$ cat src/rtl/rock_stepper.sv
// Rocking motion sequencer: each step tick moves a signed position in a triangle
// sweep between -amp_l and +amp_l and drives a one-hot 4-phase full-step coil pattern.
module rock_stepper #(
    parameter int AMP_W = 8,
    parameter int POS_W = 9
) (
    input  logic                    CLK,
    input  logic                    Reset,
    input  logic                    Tick,
    input  logic                    Enable,
    input  logic [AMP_W-1:0]        Amplitude,
    output logic [3:0]              Phase,
    output logic signed [POS_W-1:0] Position,
    output logic                    Dir,
    output logic                    Busy,
    output logic                    CycleDone
);

    typedef enum logic [1:0] {
        IDLE,
        FWD,
        REV,
        HOME
    } state_t;

    localparam logic signed [POS_W-1:0] ONE = POS_W'(1);

    state_t                    state, state_nxt;
    logic [AMP_W-1:0]          amp_l, amp_nxt;
    logic signed [POS_W-1:0]   pos_nxt;
    logic signed [POS_W-1:0]   amp_s;
    logic [3:0]                phase_nxt;
    logic                      dir_nxt;
    logic                      done_nxt;

    // The latched bound is at most 2^AMP_W-1, so zero-extending it into POS_W bits is exact.
    assign amp_s = $signed({1'b0, amp_l});

    always_comb begin
        // NOTE: every output of this block gets a default first so no path infers a latch.
        state_nxt = state;
        pos_nxt   = Position;
        amp_nxt   = amp_l;
        done_nxt  = 1'b0;

        case (state)
            IDLE: begin
                if (Enable) begin
                    state_nxt = FWD;
                    amp_nxt   = Amplitude;
                end
            end

            FWD: begin
                if (!Enable) begin
                    state_nxt = HOME;
                end else if (Tick && (amp_l != '0)) begin
                    if (Position == amp_s) begin
                        state_nxt = REV;
                        pos_nxt   = Position - ONE;
                    end else begin
                        pos_nxt = Position + ONE;
                        // Centre crossing: a full period ends and a new bound is accepted.
                        if (Position == -ONE) begin
                            amp_nxt  = Amplitude;
                            done_nxt = 1'b1;
                        end
                    end
                end
            end

            REV: begin
                if (!Enable) begin
                    state_nxt = HOME;
                end else if (Tick) begin
                    if (Position == -amp_s) begin
                        state_nxt = FWD;
                        pos_nxt   = Position + ONE;
                    end else begin
                        pos_nxt = Position - ONE;
                    end
                end
            end

            HOME: begin
                if (Position == '0) begin
                    state_nxt = IDLE;
                end else if (Tick) begin
                    pos_nxt = Position[POS_W-1] ? Position + ONE : Position - ONE;
                end
            end

            default: state_nxt = IDLE;
        endcase

        phase_nxt = 4'b0000;
        if (state_nxt != IDLE) begin
            case (pos_nxt[1:0])
                2'b00:   phase_nxt = 4'b0001;
                2'b01:   phase_nxt = 4'b0010;
                2'b10:   phase_nxt = 4'b0100;
                default: phase_nxt = 4'b1000;
            endcase
        end

        dir_nxt = (state_nxt == FWD) || ((state_nxt == HOME) && pos_nxt[POS_W-1]);
    end

    always_ff @(posedge CLK or posedge Reset) begin
        if (Reset) begin
            state     <= IDLE;
            Position  <= '0;
            amp_l     <= '0;
            Phase     <= 4'b0000;
            Dir       <= 1'b0;
            Busy      <= 1'b0;
            CycleDone <= 1'b0;
        end else begin
            // NOTE: non-blocking assignments so every register samples pre-edge values.
            state     <= state_nxt;
            Position  <= pos_nxt;
            amp_l     <= amp_nxt;
            Phase     <= phase_nxt;
            Dir       <= dir_nxt;
            Busy      <= (state_nxt != IDLE);
            CycleDone <= done_nxt;
        end
    end

endmodule
$ cat config.mk
export PLATFORM = sky130hd
export DESIGN_NAME = rock_stepper
export DESIGN_NICKNAME = d
export VERILOG_FILES = /design/src/rtl/rock_stepper.sv
export SDC_FILE = /design/constraint.sdc
export NUM_CORES = 1
export LEC_CHECK = 0
export CELL_PAD_IN_SITES_DETAIL_PLACEMENT = 0
export CELL_PAD_IN_SITES_GLOBAL_PLACEMENT = 1
export CORE_MARGIN = 5
export CORE_UTILIZATION = 44
export CTS_CLUSTER_SIZE = 8
export DETAILED_ROUTE_END_ITERATION = 16
export HOLD_SLACK_MARGIN = 0.08
export PLACE_DENSITY_LB_ADDON = 0.1
export SLEW_MARGIN = 20
export SYNTH_ARGS = -nofsm -noshare
export SYNTH_HDL_FRONTEND = slang
export SYNTH_SLANG_ARGS = --single-unit
$ cat constraint.sdc
create_clock -name CLK -period 6.55 [get_ports CLK]
set_clock_uncertainty 0.15 [all_clocks]
set_input_delay 1.6375 -clock CLK [delete_from_list [all_inputs] [get_ports CLK]]
set_output_delay 1.6375 -clock CLK [all_outputs]
set_load 0.01 [all_outputs]
Word level (Yosys, flattened, before mapping)
Index checks and enable logic that the tools add are counted.
{"block": "word_totals", "ff_bits": 26, "input_bits": 12, "output_inout_bits": 16, "wordCells": 74}
{"block": "op_classes", "add_sub_neg": 3, "eq_ne": 19, "muxes": 32, "reduce_logical": 12}
{"operator": "two-way mux 9 bit", "count": 9}
{"operator": "two-way mux 8 bit", "count": 5}
{"operator": "case mux 9 bit (3 select lines)", "count": 1}
{"operator": "== test 9 bit", "count": 2}
{"operator": "!= test 2 bit, second input constant", "count": 9}
{"operator": "two-way mux 2 bit", "count": 8}
{"operator": "case mux 8 bit (2 select lines)", "count": 1}
{"operator": "case mux 4 bit (3 select lines)", "count": 1}
{"operator": "adder 9 x 2 -> 9 bit, second input constant", "count": 1}
{"operator": "== test 9 x 1 -> 1 bit, second input constant", "count": 1}
{"operator": "zero test 9 bit", "count": 1}
{"operator": "negation 8 -> 9 bit", "count": 1}
{"operator": "subtractor 9 x 2 -> 9 bit, second input constant", "count": 1}
{"operator": "== test 2 bit, second input constant", "count": 4}
{"operator": "case mux 2 bit (4 select lines)", "count": 1}
{"operator": "nonzero test 8 bit", "count": 1}
{"operator": "AND reduction 7 bit", "count": 1}
{"operator": "== test 2 x 1 -> 1 bit, second input constant", "count": 3}
{"operator": "AND reduction 6 bit", "count": 1}
{"operator": "two-way mux 1 bit", "count": 5}
{"operator": "zero test 2 bit", "count": 2}
{"operator": "two-way mux 4 bit", "count": 1}
{"operator": "nonzero test 2 bit", "count": 2}
{"operator": "nonzero test 3 bit", "count": 1}
{"operator": "other kinds (2)", "count": 3}

Longest topological paths before layout
Gate-level depths: netlist (run 1).
{"block": "depth", "word_depth": 9, "mapped_depth": 12, "depth_no_buf": 10}

Worst setup path after synthesis (run 1)
No wires, ideal clock.
{"block": "synth_timing", "kind": "input to register", "startpoint": "input port Tick", "endpoint": "register amp_l[2]", "setup_time_ns": 0.125, "arrival_time_ns": 3.108, "required_time_ns": 6.275, "slack_ns": 3.168, "stages": 7, "n_path_buf": 1, "path_cell_list": "buf_4 -> nand2_1 -> o21bai_1 -> nor4b_1 -> nor2_1 -> nor2_1 -> mux2_2"}
{"block": "synth_via", "elab_chain_cells": 3}
{"item": "from (decl)", "line_no": "9", "rtl": "input logic Tick,"}
{"item": "logical AND 1 bit", "line_no": "57", "rtl": "end else if (Tick && (amp_l != '0)) begin"}
{"item": "!= test 2 bit (no line)"}
{"item": "AND reduction 6 bit (no line)"}
{"item": "to (signal assigned)", "line_no": "122", "rtl": "amp_l <= amp_nxt;"}
{"item": "to (decl)", "line_no": "29", "rtl": "logic [AMP_W-1:0] amp_l, amp_nxt;"}
No other way between the ends.
A chain may end at the register's enable or synchronous reset.

Worst setup path in the final report (run 1)
{"block": "layout_timing", "startpoint": "input port Tick", "endpoint": "register Position[2]"}
{"block": "layout_via", "elab_chain_cells": 3, "word_cells_on_any_way": 5, "classes_between": "eq/ne: 3; reduce/logical: 2"}
{"item": "logical AND 1 bit", "line_no": "57"}
{"item": "!= test 2 bit (no line)"}
{"item": "AND reduction 7 bit (no line) (*)"}
{"item": "to (signal assigned)", "line_no": "121", "rtl": "Position <= pos_nxt;"}
{"item": "to (decl)", "line_no": "13", "rtl": "output logic signed [POS_W-1:0] Position,"}
Every way passes the cells marked *; elsewhere a longest branch is shown, timed or not.

==> results.yml, run 1 <==
routing:
  drtAntennaViolNets: 0
  dr.first_iter.drc_count: 173
  vias_per_cell: 5.915
  wl_um: 4773
  vias: 1674
  wl_per_cell_um: 16.87
  drc_errors: 0
  dr.pass1.iters: 4
global_route:
  grt_max_degree: 27
  grt-ovfl-total: 0
  grt-busiest-layer: "met2"
  first_global_vias: 1515
  antenna_found_initial: 0
  grt_usage: 0.1795
  use_met3: 0.02375
  grt_first_pass_wirelength_um: 7845
  met1_usage: 0.2680
  grt_use_met2: 0.2790
synth:
  yosysSeqAreaShare: 0.3467
  syn-num-nets: 229
  synthArstFlopShare: 1.000
  syn_area_mm2: 0.001877
  synth-edff-count: 0
  ys_ff_latch: 26
  ys_warn_count: 0
  syn_inst: 213
  ys_types: 62
  ys.flop_type: "dfrtp_1"
  syn_avg_cell_area_um2: 8.811
floorplan:
  ios: 28
  core-area_mm2: 0.004058
  die_area_mm2: 0.005672
  fp.dieW_um: 75.31
  row_count: 23
  initial_core_util: 0.4625
  fp.dieH_um: 75.31
job:
  cap_violations: 0
cells_and_area:
  final_cell_mix: "clkdlybuf4s50_1, dfrtp_1, nand2_1"
  layout_commonest_cell: "clkdlybuf4s50_1"
  area_delta_synth_final_pct: 18.60
  diodes: 0
  seq_area_um2: 650.6
  fin_nets: 250
  nFillCells: 379
  drive_gt1_frac: 0.1159
  multi_input_comb_area_mm2: 0.001141
pwr:
  p_int_mw: 0.5854
  ir_worst_vdd_uv: 155.9
  p_clk_frac: 0.132
  p_sw_frac: 0.4304
  power_switching_mw: 0.4424
  p_seq_frac: 0.341
  p_leak_nw: 0.8665
  power.density_mw_per_mm2: 461.7
  power_mw: 1.028
  p_comb_frac: 0.527
setup_path:
  reg2reg_depth: 9
  start_kind: "input pin"
  rrSetupSlack_ns: 3.27
  path_max_fanout: 9
  arrival_ns: 4.00
  crit_path_end: "Position[2]$_DFFE_PP0P_"
  crit_start: "Tick"
  endpoint_kind: "register"
  r2r-start: "Position[1]$_DFF_PP0_"
  worstReg2RegEnd: "amp_l[3]$_DFFE_PP0P_"
  worstPathRequired_ns: 6.57
  critical_path_class: "in2reg"
sta:
  rsz0062_at_grt: "false"
  clock.fmax_ghz: 0.2509
  setup_ws_ns: 2.564
  setup_violations: 0
  fin_tns_setup_ns: 0
  slew_headroom: 0.5032
  hold_viol_final: 0
  final_max_slew_viol_count: 0
  fin_crit_sh: 0.6085
  finalCriticalPeriod_ns: 3.986
  worst_pin_slew_ns: 0.7390
clock_tree:
  cts_tree: "built"
  cts-resized-gates: 0
  htreeDepth: 1
  numCtsBuffers: 3
  hold_buffers: 0
  cts_sinks: 26
  cts_buffer_depth: 2
  root_buffer: "clkbuf_8"
  clock_latency_ns: 0.27
  clk_pin_slew_ns: 0.10
  post_cts_buffers: 0
placed_design:
  dpl.hpwl_um: 3531
  dpl_worst_slack_ns: 2.299
  numPortBuffers: 27
  gp_congestion: 0.9146
hold_path:
  whs_path_depth: 1
  hold_path_class: "reg2reg"
outcome:
  status: "finished clean"
-- Yosys cell counts, types with 2 or more instances --
library cell  instances  area, um2
a211oi_1              3      22.52
a21boi_0              2      15.01
a21oi_1               6      30.03
a2bb2oi_1             2      17.52
a31oi_1               2      12.51
and3_1                2      12.51
and3_2                2      15.01
buf_2                 2      10.01
clkbuf_1              7      26.28
dfrtp_1              26      650.6
ha_1                  4      50.05
inv_1                 8      30.03
mux2_2                6      67.56
nand2_1              21      78.83
nand2b_1              2      12.51
nand3_1              10      50.05
nand4_1               2      12.51
nand4b_1              2      17.52
nor2_1               15      56.30
nor2b_1               2      12.51
nor3_1               13      65.06
nor3b_1               5      37.54
o211ai_1              2      15.01
o21ai_0               8      40.04
o22ai_1               4      25.02
or2_1                 2      12.51
or3_1                 2      12.51
xnor2_1              12      105.1
xor2_1                6      52.55
-- state kept, by name, summed over array words and instances (netlist names) --
name / cells
Position: 9
amp_l: 8
Phase: 4
state: 2
Busy: 1
CycleDone: 1
Dir: 1
-- power by group through the flow --
stage / clock network [mW] / registers (mW) / logic, mW
floorplan: 0 / 0.304 / 0.413
global placement: 0 / 0.349 / 0.528
detailed placement: 0 / 0.351 / 0.539
CTS: 0.137 / 0.347 / 0.541
global route: 0.143 / 0.361 / 0.595
finish: 0.136 / 0.350 / 0.541
-- worst min path at each step --
| stage | start | to | slack, ns |
|---|---|---|---|
| 5_1_grt | amp_l[6]$_DFFE_PP0P_ | amp_l[6]$_DFFE_PP0P_ | 0.47 |
| 4_1_cts | amp_l[6]$_DFFE_PP0P_ | amp_l[6]$_DFFE_PP0P_ | 0.44 |
| 6_report | amp_l[6]$_DFFE_PP0P_ | amp_l[6]$_DFFE_PP0P_ | 0.44 |
| 2_1_floorplan | amp_l[6]$_DFFE_PP0P_ | amp_l[6]$_DFFE_PP0P_ | 0.37 |
| 3_5_place_dp | amp_l[6]$_DFFE_PP0P_ | amp_l[6]$_DFFE_PP0P_ | 0.42 |
| 3_3_place_gp | amp_l[7]$_DFFE_PP0P_ | amp_l[7]$_DFFE_PP0P_ | 0.41 |
-- worst max-delay path: stages --
cell and delay [ns]:
clkdlybuf4s50_1 0.64, nand2_1 0.15, o21bai_1 0.24, nor3_1 0.59, o21ai_0 0.34, nand2_1 0.14
o311a_1 0.19, o21ai_2 0.06
-- through the flow --
step	cells	hold WS [ns]	instance area, um2	utilization
after floorplan	213	0.3748	1877	-
after global placement	279	0.4144	2155	0.5310
after detailed placement	279	0.4174	2155	0.5310
after CTS	283	0.4408	2226	0.5486
after global routing	283	0.4744	2226	0.5486
final	283	0.4413	2226	0.5486
-- kinds of logic after synthesis --
group / synth area share
fa+ha+maj: 0.02667
simple gates: 0.2820
mux: 0.04800
flops: 0.3467
xor+xnor: 0.08400
compound gates: 0.1673
buf+inv: 0.04534
-- layer usage --
metal	wire, um	up-vias	share of wire
li1	-	806	-
met3	289	4	0.061
met1	2184	799	0.46
met2	2252	65	0.47
met4	46	0	0.0096
met5	0	-	0
-- layout make-up --
cell class	count	area share
clock buffers	3	0.01855
clock inverters	1	0.01349
inverters	8	0.01349
multi-input cells	168	0.5126
flip-flops and latches	26	0.2923
well taps	50	0.02811
repair buffers	27	0.1214
Power figures use the tool's default switching activity.
==> run 2, diff against run 1 <==
--- a/config.mk
+++ b/config.mk
@@ -8,7 +8,7 @@
 export CELL_PAD_IN_SITES_DETAIL_PLACEMENT = 0
 export CELL_PAD_IN_SITES_GLOBAL_PLACEMENT = 1
 export CORE_MARGIN = 5
-export CORE_UTILIZATION = 44
+export CORE_UTILIZATION = 37
 export CTS_CLUSTER_SIZE = 8
 export DETAILED_ROUTE_END_ITERATION = 16
 export HOLD_SLACK_MARGIN = 0.08
==> constraint.sdc (replaced) <==
create_clock -name CLK -period 3.6 [get_ports CLK]
set_clock_uncertainty 0.15 [all_clocks]
set_input_delay 0.9 -clock CLK [delete_from_list [all_inputs] [get_ports CLK]]
set_output_delay 0.9 -clock CLK [all_outputs]
set_load 0.01 [all_outputs]
==> run 2 against run 1 <==
Die area up 16%. Wire length rose by 3.0%. Largest cell class unchanged. Critical path depth increased by 1. Highest routed layer unchanged. Clock power grew 79%. Core utilization fell by 9.2 points. Via count is 1.2% higher. Sequential power rose by 79%. Combinational power is 87% higher. Setup slack lost 2.1 ns. Global-route usage is 1.5 points lower. Cell count grew 8.8%.
==> results.yml, run 2 (synthesized netlist as in run 1, its figures left out) <==
setup_path:
  worstPathRequired_ns: 3.58
  reg2reg_depth: 9
  critPathMostFrequentCell: "ha_1"
  path_delay_family: "compound AO/OA/AOI/OAI gates"
  path_cells: "ha_1 -> nand3_1 -> or2_2 -> nor2_1 -> ha_1 -> and3_1 -> a221o_1 -> a211oi_1 -> a21boi_0"
  start_kind: "register"
  path_buf_inv: 0
  r2r-start: "Position[0]$_DFF_PP0_"
  endpoint_kind: "register"
  rrSetupSlack_ns: 0.47
  crit_path_max_incr_delay_ns: 0.54
  worstReg2RegEnd: "Dir$_DFF_PP0_"
  arrival_ns: 3.11
  slowest_stage: "dfrtp_1"
  critical_path_class: "reg2reg"
  crit_start: "Position[0]$_DFF_PP0_"
  path_max_fanout: 7
  cp_num_cells: 9
cells_and_area:
  final_cell_mix: "clkdlybuf4s50_1, dfrtp_1, nand2_1"
  fin_cells: 308
  largest_reg_flops: 9
  fin_nets: 255
  area_delta_synth_final_pct: 21.93
  largestRegisters: "Position: 9 flops, amp_l: 8 flops, Phase: 4 flops"
  final_util: 0.4568
  top_register: "Position"
  drive_gt1_frac: 0.1303
  layout_commonest_cell: "clkdlybuf4s50_1"
  diodes: 0
floorplan:
  fp.dieW_um: 81.22
  row_count: 26
  ios: 28
  die_area_mm2: 0.006597
  core-area_mm2: 0.005010
  fp.dieH_um: 81.22
  initial_core_util: 0.3746
pwr:
  power.density_mw_per_mm2: 823.0
  p_leak_nw: 0.8932
  ir_worst_vdd_uv: 341.1
sta:
  slew_headroom: 0.4870
  worst_pin_slew_ns: 0.7632
  fin_tns_setup_ns: 0
  rsz0062_at_grt: "false"
  setup_violations: 0
  fin_crit_sh: 0.8696
  hold_viol_final: 0
  final_max_slew_viol_count: 0
  finalCriticalPeriod_ns: 3.130
  clock.fmax_ghz: 0.3194
clock_tree:
  numCtsBuffers: 3
  cts_buffer_depth: 2
  htreeDepth: 1
  post_cts_buffers: 0
  root_buffer: "clkbuf_8"
  cts_sinks: 26
  cts-resized-gates: 0
  cts_tree: "built"
  hold_buffers: 0
  clock_latency_ns: 0.27
  clk_pin_slew_ns: 0.10
hold_path:
  hold_path_class: "reg2reg"
  min_to: "amp_l[6]$_DFFE_PP0P_"
  hold_path.startpoint: "amp_l[6]$_DFFE_PP0P_"
  whs_path_depth: 1
routing:
  drc_errors: 0
  wl_per_cell_um: 15.96
  drtAntennaViolNets: 0
  vias_per_cell: 5.500
  wl_um: 4917
  dr.first_iter.drc_count: 73
  dr.pass1.iters: 4
  vias: 1694
global_route:
  antenna_found_initial: 0
  grt_usage: 0.1647
  grt_first_pass_wirelength_um: 8466
  grt_max_degree: 27
  grt-ovfl-total: 0
  first_global_vias: 1801
placed_design:
  dpl.hpwl_um: 3841
  place_inst: 304
  numPortBuffers: 27
  gp_congestion: 0.9169
outcome:
  status: "finished clean"
job:
  cap_violations: 0
run 2: cell types whose count changed in the layout (fill, tap and decap cells not counted):
cell   delta
buf_4     +5
inv_1     +1
inv_2     -1
run 2: report_power, final:
group	total, mW	internal (mW)	switching [mW]
combinational	1.01	0.526	0.485
clock	0.244	0.149	0.0951
sequential	0.628	0.404	0.224
run 2: per-layer routing:
| metal | global-route usage | wire length, um | vias to the layer above | part of all wire |
|---|---|---|---|---|
| met2 | 0.2964 | 2540 | 29 | 0.52 |
| met4 | 0.05743 | 65 | 0 | 0.013 |
| li1 | - | - | 822 | - |
| met3 | 0.02439 | 156 | 6 | 0.032 |
| met1 | 0.1985 | 2154 | 837 | 0.44 |
| met5 | 0 | 0 | - | 0 |
run 2: worst max path at each step:
stage	endpoint	slack, ns
after global routing	Dir$_DFF_PP0_	0.27
after floorplan	Dir$_DFF_PP0_	0.82
after detailed placement	Position[2]$_DFFE_PP0P_	0.34
final	Dir$_DFF_PP0_	0.47
after CTS	Dir$_DFF_PP0_	0.48
after global placement	amp_l[7]$_DFFE_PP0P_	0.43
run 2: layout make-up:
class,count,area [um2]
repair buffers,32,307.8
clock inverters,1,30.03
multi-input cells,168,1141
fillers,509,2721
clock buffers,3,41.29
inverters,8,30.03
flip-flops and latches,26,650.6
well taps,70,87.58
run 2: metrics by stage:
stage	power, mW	hold WS, ns	area, um2	worst slack (ns)
after floorplan	1.305	0.3748	1877	0.8214
after global placement	1.628	0.4153	2217	0.4309
after detailed placement	1.648	0.4384	2217	0.3447
after CTS	1.897	0.4608	2288	0.4837
after global routing	2.042	0.4675	2288	0.2702
final	1.883	0.4518	2288	0.4696
